### src/rtl/mem_stage_if.sv
// Memory-side request/response bus of the MEM pipeline stage.
// master = pipeline stage, slave = memory.
interface mem_stage_if;
    logic        memReq;
    logic        memWe;
    logic [15:0] memAddr;
    logic [15:0] memWData;
    logic [15:0] memRData;
    logic        memReady;

    modport master (
        output memReq, memWe, memAddr, memWData,
        input  memRData, memReady
    );

    modport slave (
        input  memReq, memWe, memAddr, memWData,
        output memRData, memReady
    );
endinterface

### src/rtl/mem_stage.sv
// MEM pipeline stage: ALU results pass through in one cycle; LW/SW go through IDLE->REQ->RESP.
// Optional MEM_TIMEOUT_EN aborts a request after TIMEOUT_CYCLES cycles and pulses memErr.
// Handshake: memReq rises in REQ and is held, with address, write data and memWe frozen,
// until the cycle in which memReady=1 completes the transfer; memReq is never high in IDLE or RESP.
module mem_stage #(
    parameter int TIMEOUT_CYCLES = 15
) (
    input  logic        clk,
    input  logic        rst_n,
    input  logic        inValid,
    input  logic [15:0] instr,
    input  logic [15:0] aluResult,
    input  logic [15:0] storeData,
    input  logic [2:0]  flagsIn,
    input  logic        flush,
    output logic        stall,
    output logic        outValid,
    output logic [15:0] outInstr,
    output logic [15:0] outResult,
    output logic [2:0]  outFlags,
    output logic        memErr,
    output logic [1:0]  state_dbg,
    mem_stage_if.master mem
);
    // Opcode encodings shared with the core's instruction decoder.
    localparam logic [3:0] OP_LW = 4'hA;
    localparam logic [3:0] OP_SW = 4'hB;

    typedef enum logic [1:0] {IDLE = 2'd0, REQ = 2'd1, RESP = 2'd2} state_t;

    state_t state;
    logic   valid_q;
    logic   kill;
    logic   is_mem;
    logic   is_sw;

`ifdef MEM_TIMEOUT_EN
    localparam int CW = $clog2(TIMEOUT_CYCLES + 1);
    localparam logic [CW-1:0] CNT_LAST = CW'(TIMEOUT_CYCLES - 1);
    logic [CW-1:0] cnt;
    logic          mem_err_q;
    assign memErr = mem_err_q;
`else
    assign memErr = 1'b0;
`endif

    assign is_sw     = (instr[15:12] == OP_SW);
    assign is_mem    = (instr[15:12] == OP_LW) || is_sw;
    assign stall     = (state != IDLE);
    assign state_dbg = state;
    // A flush arriving during the RESP cycle still squashes the result being presented.
    assign outValid  = valid_q && !((state == RESP) && flush);

    always_ff @(posedge clk) begin
        if (!rst_n) begin
            state        <= IDLE;
            valid_q      <= 1'b0;
            kill         <= 1'b0;
            outInstr     <= 16'h0000;
            outResult    <= 16'h0000;
            outFlags     <= 3'b000;
            mem.memReq   <= 1'b0;
            mem.memWe    <= 1'b0;
            mem.memAddr  <= 16'h0000;
            mem.memWData <= 16'h0000;
`ifdef MEM_TIMEOUT_EN
            cnt          <= '0;
            mem_err_q    <= 1'b0;
`endif
        end else begin
`ifdef MEM_TIMEOUT_EN
            mem_err_q <= 1'b0;
`endif
            case (state)
                IDLE: begin
                    valid_q <= 1'b0;
                    if (inValid && !flush) begin
                        outInstr <= instr;
                        outFlags <= flagsIn;
                        if (is_mem) begin
                            mem.memReq   <= 1'b1;
                            mem.memWe    <= is_sw;
                            mem.memAddr  <= aluResult;
                            mem.memWData <= storeData;
                            kill         <= 1'b0;
`ifdef MEM_TIMEOUT_EN
                            cnt          <= '0;
`endif
                            state        <= REQ;
                        end else begin
                            outResult <= aluResult;
                            valid_q   <= 1'b1;
                        end
                    end
                end
                REQ: begin
                    if (mem.memReady) begin
                        outResult  <= mem.memWe ? mem.memAddr : mem.memRData;
                        mem.memReq <= 1'b0;
                        valid_q    <= !(kill || flush);
                        state      <= RESP;
                    end else begin
                        // A flush cannot withdraw the request; remember it for RESP.
                        kill <= kill || flush;
`ifdef MEM_TIMEOUT_EN
                        if (cnt == CNT_LAST) begin
                            outResult  <= 16'h0000;
                            mem.memReq <= 1'b0;
                            valid_q    <= !(kill || flush);
                            mem_err_q  <= 1'b1;
                            state      <= RESP;
                        end else begin
                            cnt <= cnt + 1'b1;
                        end
`endif
                    end
                end
                RESP: begin
                    valid_q <= 1'b0;
                    state   <= IDLE;
                end
                default: state <= IDLE;
            endcase
        end
    end
endmodule

### src/flat_wrapper.sv
// flat-port wrapper written by rule: the top's interface ports become plain ports
module mem_stage_flat 
#(
    parameter int TIMEOUT_CYCLES = 15
)
  (clk, rst_n, inValid, instr, aluResult, storeData, flagsIn, flush, stall, outValid, outInstr, outResult, outFlags, memErr, state_dbg, mem_memReq, mem_memWe, mem_memAddr, mem_memWData, mem_memRData, mem_memReady);
  mem_stage_if mem_i ();
  input  logic clk;
  input  logic rst_n;
  input  logic inValid;
  input  logic [15:0] instr;
  input  logic [15:0] aluResult;
  input  logic [15:0] storeData;
  input  logic [2:0] flagsIn;
  input  logic flush;
  output logic stall;
  output logic outValid;
  output logic [15:0] outInstr;
  output logic [15:0] outResult;
  output logic [2:0] outFlags;
  output logic memErr;
  output logic [1:0] state_dbg;
  output wire logic [$bits(mem_i.memReq)-1:0] mem_memReq;
  output wire logic [$bits(mem_i.memWe)-1:0] mem_memWe;
  output wire logic [$bits(mem_i.memAddr)-1:0] mem_memAddr;
  output wire logic [$bits(mem_i.memWData)-1:0] mem_memWData;
  input wire logic [$bits(mem_i.memRData)-1:0] mem_memRData;
  input wire logic [$bits(mem_i.memReady)-1:0] mem_memReady;
  assign mem_memReq = mem_i.memReq;
  assign mem_memWe = mem_i.memWe;
  assign mem_memAddr = mem_i.memAddr;
  assign mem_memWData = mem_i.memWData;
  assign mem_i.memRData = mem_memRData;
  assign mem_i.memReady = mem_memReady;
  mem_stage #(.TIMEOUT_CYCLES(TIMEOUT_CYCLES)) u_core (.clk(clk), .rst_n(rst_n), .inValid(inValid), .instr(instr), .aluResult(aluResult), .storeData(storeData), .flagsIn(flagsIn), .flush(flush), .stall(stall), .outValid(outValid), .outInstr(outInstr), .outResult(outResult), .outFlags(outFlags), .memErr(memErr), .state_dbg(state_dbg), .mem(mem_i));
endmodule
### config.mk
export PLATFORM = sky130hd
export DESIGN_NAME = mem_stage_flat
export DESIGN_NICKNAME = d
export VERILOG_FILES = /design/src/rtl/mem_stage_if.sv /design/src/rtl/mem_stage.sv /design/src/flat_wrapper.sv
export SDC_FILE = /design/constraint.sdc
export NUM_CORES = 1
export LEC_CHECK = 0
export CELL_PAD_IN_SITES_DETAIL_PLACEMENT = 1
export CELL_PAD_IN_SITES_GLOBAL_PLACEMENT = 1
export CORE_UTILIZATION = 48
export DETAILED_ROUTE_END_ITERATION = 6
export DONT_BUFFER_PORTS = 1
export PLACE_DENSITY_LB_ADDON = 0.1
export RECOVER_POWER = 100
export SYNTH_ARGS = -nofsm -noshare
export SYNTH_HDL_FRONTEND = slang
export SYNTH_SLANG_ARGS = --single-unit
### constraint.sdc
create_clock -name clk -period 4.1 [get_ports clk]
set_input_delay 0.41 -clock clk [delete_from_list [all_inputs] [get_ports clk]]
set_output_delay 0.41 -clock clk [all_outputs]
set_load 0.01 [all_outputs]
# After elaboration in Yosys (flattened, before gate mapping)
# Index checks and enable logic that the tools add are counted.
[word_totals]
ff_bits = 73
in_bits = 72
output_inout_bits = 74
elab_cells = 59
[classes]
eq_ne = 9
muxes = 21
n_reduce_logical = 19
[op_table]
columns = ["operator", "n"]
rows = [
  ["$mux 16", 4],
  ["$pmux 16 s2", 1],
  ["$reduce_and 4->1", 3],
  ["$mux 1", 9],
  ["$eq 4x4->1 const B", 2],
  ["$mux 2", 3],
  ["$ne 2x2->1 const B", 3],
  ["$reduce_and 3->1", 2],
  ["$ne 2x1->1 const B", 2],
  ["$pmux 1 s2", 2],
  ["$pmux 2 s2", 1],
  ["$reduce_and 2->1", 2],
  ["$reduce_bool 2->1", 2],
  ["$logic_and 1x1->1", 3],
  ["$logic_not 1->1", 3],
  ["$pmux 1 s3", 1],
  ["$reduce_bool 3->1", 1],
  ["$eq 2x1->1 const B", 1],
  ["$eq 2x2->1 const B", 1],
  ["$logic_not 2->1", 1],
  ["$logic_or 1x1->1", 2],
]

# Depth between registers and ports, before layout
[depth]
depth_word = 5
depth_mapped = 8
ltp_nobuf = 6

# Worst setup path before layout
# Ideal clock, no wire load.
[synth_timing]
path_kind = "reg-to-reg"
start = "register u_core.state[0] (netlist: u_core.state_dbg[0])"
end = "register u_core.outResult[13]"
t_arrival_ns = 1.543
t_required_ns = 3.981
slack_ns = 2.438
path_stages_with_launch = 8
synth_period_minus_slack_ns = 1.662
cell_sequence = "dfxtp_1 -> inv_1 -> ha_1 -> nand2b_1 -> a211o_1 -> buf_6 -> nand3_2 -> o21ai_2"
[synth_between]
elab_chain_cells = 3
elab_cells_between_ends = 8
cone_classes = "4 x eq/ne; 1 x mux; 3 x reduce/logical"
[synth_lines]
columns = ["element", "line_no", "rtl"]
rows = [
  ["start, declared", "mem_stage.sv:31", "state_t state;"],
  ["start signal, assigned", "mem_stage.sv:56", "state <= IDLE;"],
  ["start signal, assigned", "mem_stage.sv:89", "state <= REQ;"],
  ["start signal, assigned", "mem_stage.sv:101", "state <= RESP;"],
  ["$eq 2x1->1 / $logic_not 2->1 (equally long branches)", "mem_stage.sv:74", "case (state)"],
  ["$ne 2x2->1 (no source line) (tied with other cells)", "-", ""],
  ["$reduce_and 4->1 (no source line)", "-", ""],
  ["end signal, assigned", "mem_stage.sv:91", "outResult <= aluResult;"],
  ["end signal, assigned", "mem_stage.sv:98", "outResult <= mem.memWe ? mem.memAddr : mem.memRData;"],
  ["end, declared", "mem_stage.sv:19", "output logic [15:0] outResult,"],
]
# Parallel ways exist; a longest one is shown, timed or not.
# A chain may end at the register's enable or synchronous reset.

# Final worst setup path
[layout_timing]
start = "register u_core.state[0] (netlist: u_core.state_dbg[0])"
end = "register u_core.mem.memWData[5]"
[layout_between]
elab_chain_cells = 2
[layout_lines]
columns = ["element", "line_no", "rtl"]
rows = [
  ["$logic_not 2->1", "mem_stage.sv:74", ""],
  ["$reduce_and 3->1 (no source line)", "-", ""],
  ["end signal, assigned", "mem_stage.sv:84", "mem.memWData <= storeData;"],
  ["end, declared", "mem_stage_if.sv:12", "output memReq, memWe, memAddr, memWData,"],
]
# No other way between the ends.

==> results.yml <==
outcome:
  status: "finished, violations left"
  violations: "capacitance limit, slew limit"
critical_path:
  reg2reg_from: "u_core.state_dbg[0]"
  worstPathRequired_ps: 4360
  critPathLaunchType: "flop"
  crit_end: "u_core.mem.memWData[5]"
  cp_num_cells: 7
  path_cells: "inv_1 > ha_1 > nand3b_1 > nor2_1 > buf_12 > nand2_1 > a21boi_0"
  path_delay_family: "simple AND/OR/NAND/NOR gates"
  cp-startpoint: "u_core.state_dbg[0]"
  setup.worst_path.end_class: "flop"
  cpPeakStageDelay_ps: 1190
  worstSetupPathType: "reg2reg"
  reg2reg_to: "u_core.mem.memWData[5]"
  r2r_cells: 7
  arrival_ps: 3390
  cp_slowest_cell: "nor2_1"
  r2r_setup_slack_ps: 970
  worst-path-buf-inv: 2
  crit_path_max_fanout: 21
synth:
  async_flop_share_pct: 0
  yosysWarningCount: 0
  ys.flop_type: "dfxtp_1"
  ys_seq_area_share_pct: 44.18
  synth_nets: 456
  yosysUniqueCellTypes: 33
  avgSynthCellArea_um2: 8.706
  netlist_area_mm2: 0.003308
  synth-edff-count: 0
  syn_inst: 380
  ys_ff_latch: 73
clock_network:
  cts_max_path_buffers: 2
  h-tree-depth: 3
  cts_root_buf: "clkbuf_8"
  clk_latency_ps: 340
  cts-hold-fix-buffers: 0
  post_cts_buffers: 0
  cts.sinks: 73
  path_clk_slew_ps: 70
  numCtsBuffers: 9
  cts_resized: 0
  cts_tree: "done"
floorplanning:
  dieArea_mm2: 0.007228
  core_area_mm2: 0.006495
  fp-row-count: 29
  die_y_um: 85.02
  die_w_um: 85.02
  pin_count: 146
  start_util_pct: 50.93
route:
  post_drt_wl_per_cell_um: 16.95
  initialDrtViolationCount: 68
  routed_wl_um: 7527
  drt_pre_antenna_iters: 4
  drc: 0
  antenna_left: 0
  via_per_inst: 5.628
  num_vias: 2499
timing:
  hold_viol_final: 0
  holdWs_ps: 173.9
  slew_violations: 40
  finalSetupViolCount: 0
  fin_crit_sh_pct: 76.31
  fin_worst_skew_ps: 6.350
  fmax_mhz: 319.6
  setup-tns-final_ps: 0
  tightest_slew_ps: 1600
  finalCriticalPeriod_ps: 3129
  worst_slew_margin_rel_pct: -6.686
  rsz0062_at_grt: "no"
  setup_slack_ps: 971.4
pwr:
  report.power.total_mw: 1.374
  power.leakage_nw: 1.086
  peakVddDrop_uv: 230.9
  powerDensity_mw_per_mm2: 407.8
global_route:
  grt_pass1_vias: 2493
  antenna_found_initial: 0
  grt_pass1_wl_um: 12180
  grt.total_usage_pct: 21.51
  overflow: 0
  grt_max_degree: 90
place:
  portBuffers: 0
  place_congestion: 0.7040
  dp_hpwl_um: 5061
  dp_slack_ps: 1245
  numPlacedInstances: 429
final_layout:
  regArea_mm2: 0.001461
  area_growth_pct: 1.853
  final_cells: 444
  diodes: 0
  final_nets: 439
  layout-drive-gt1-share_pct: 8.447
  nFillCells: 774
  multi_input_area_mm2: 0.001593
job:
  drv_cap: 1
min_path:
  holdCritPathClass: "in2reg"
logic make-up after synthesis:
| kind of cell | Yosys count | share of synthesized area [%] |
|---|---|---|
| compound gates | 97 | 22.20 |
| fa+ha+maj | 4 | 1.513 |
| buf+inv | 35 | 5.560 |
| flops | 73 | 44.18 |
| mux | 16 | 4.841 |
| other cells | 1 | 0.1134 |
| simple gates | 154 | 21.60 |
worst min-delay path by stage:
stage	from	to	slack (ps)	cells after the start
floorplan	u_core.kill	u_core.kill	440	2
global placement	u_core.kill	u_core.kill	460	2
detailed placement	u_core.kill	u_core.kill	470	2
CTS	mem_memReady	u_core.mem.memReq	160	1
global route	mem_memReady	u_core.mem.memReq	150	1
finish	mem_memReady	u_core.mem.memReq	170	1
Yosys cell counts, drive strengths merged (2+ instances only):
cell type  count  area [µm²]
a21oi          2       10.01
nand3b         2       15.01
buf           23       138.9
clkbuf         8       30.03
dfxtp         73        1461
a21boi        54       405.4
nor3b          2       15.01
inv            4       15.01
o211ai        17       127.6
nand2b         4       25.02
o21ai         20       160.1
ha             4       50.05
nand3         16       150.1
nor2           4       17.52
nor2b          2       12.51
mux2i         16       160.2
nand2        121       454.2
stage by stage:
step,area [µm²],util (%)
final,3369,51.88
after global routing,3369,51.88
after CTS,3448,53.09
after detailed placement,3272,50.38
after global placement,3272,50.38
after floorplan,3308,-
per-layer routing:
metal  up-vias  routed length [µm]  GRT usage, %
met2        89                3585         34.75
met3        14                 726         9.047
met4         0                 136         9.553
met5         -                   0             0
met1      1155                3079         24.94
li1       1241                   -             -
placed cells by master, fill, tap and decap left out:
cell / n
o21ai_0: 5
clkbuf_8: 9
a21boi_1: 3
nor2b_1: 2
ha_1: 4
clkbuf_1: 4
inv_1: 4
conb_1: 1
nand3b_1: 2
nor3b_1: 2
bufinv_16: 1
a21oi_1: 2
nand2b_1: 4
buf_12: 1
clkinv_2: 3
nand3_1: 15
nand2_1: 121
dfxtp_1: 73
or3_1: 1
nand3_2: 1
nor2_1: 4
a21boi_0: 51
o211ai_1: 17
and4b_1: 1
a211o_2: 1
o21ai_2: 15
a221oi_1: 1
a31oi_1: 1
o31ai_1: 1
and3b_1: 1
mux2i_1: 16
registers in the layout, indices dropped and copies added, names as in the netlist:
register / count
u_core.mem.memWe: 1
u_core.mem.memReq: 1
u_core.mem.memAddr: 16
u_core.kill: 1
u_core.valid_q: 1
u_core.outInstr: 16
u_core.state_dbg: 2
u_core.mem.memWData: 16
u_core.outFlags: 3
u_core.outResult: 16
cell type report:
class / instances / share of cell area, %
clock buffer: 11 / 3.899
inverter: 4 / 0.4456
multi-input combinational: 272 / 47.27
timing repair buffer: 3 / 0.8169
clock inverter: 4 / 1.337
sequential: 73 / 43.37
tap: 77 / 2.859
power by group:
part           internal [mW]  leakage, nW  switching (mW)
Combinational         0.0357        0.400          0.0461
Clock                  0.275       0.0929           0.255
Sequential             0.733        0.593          0.0293
Total                   1.04         1.09           0.330
No activity file was read; power rests on OpenSTA's default activity.
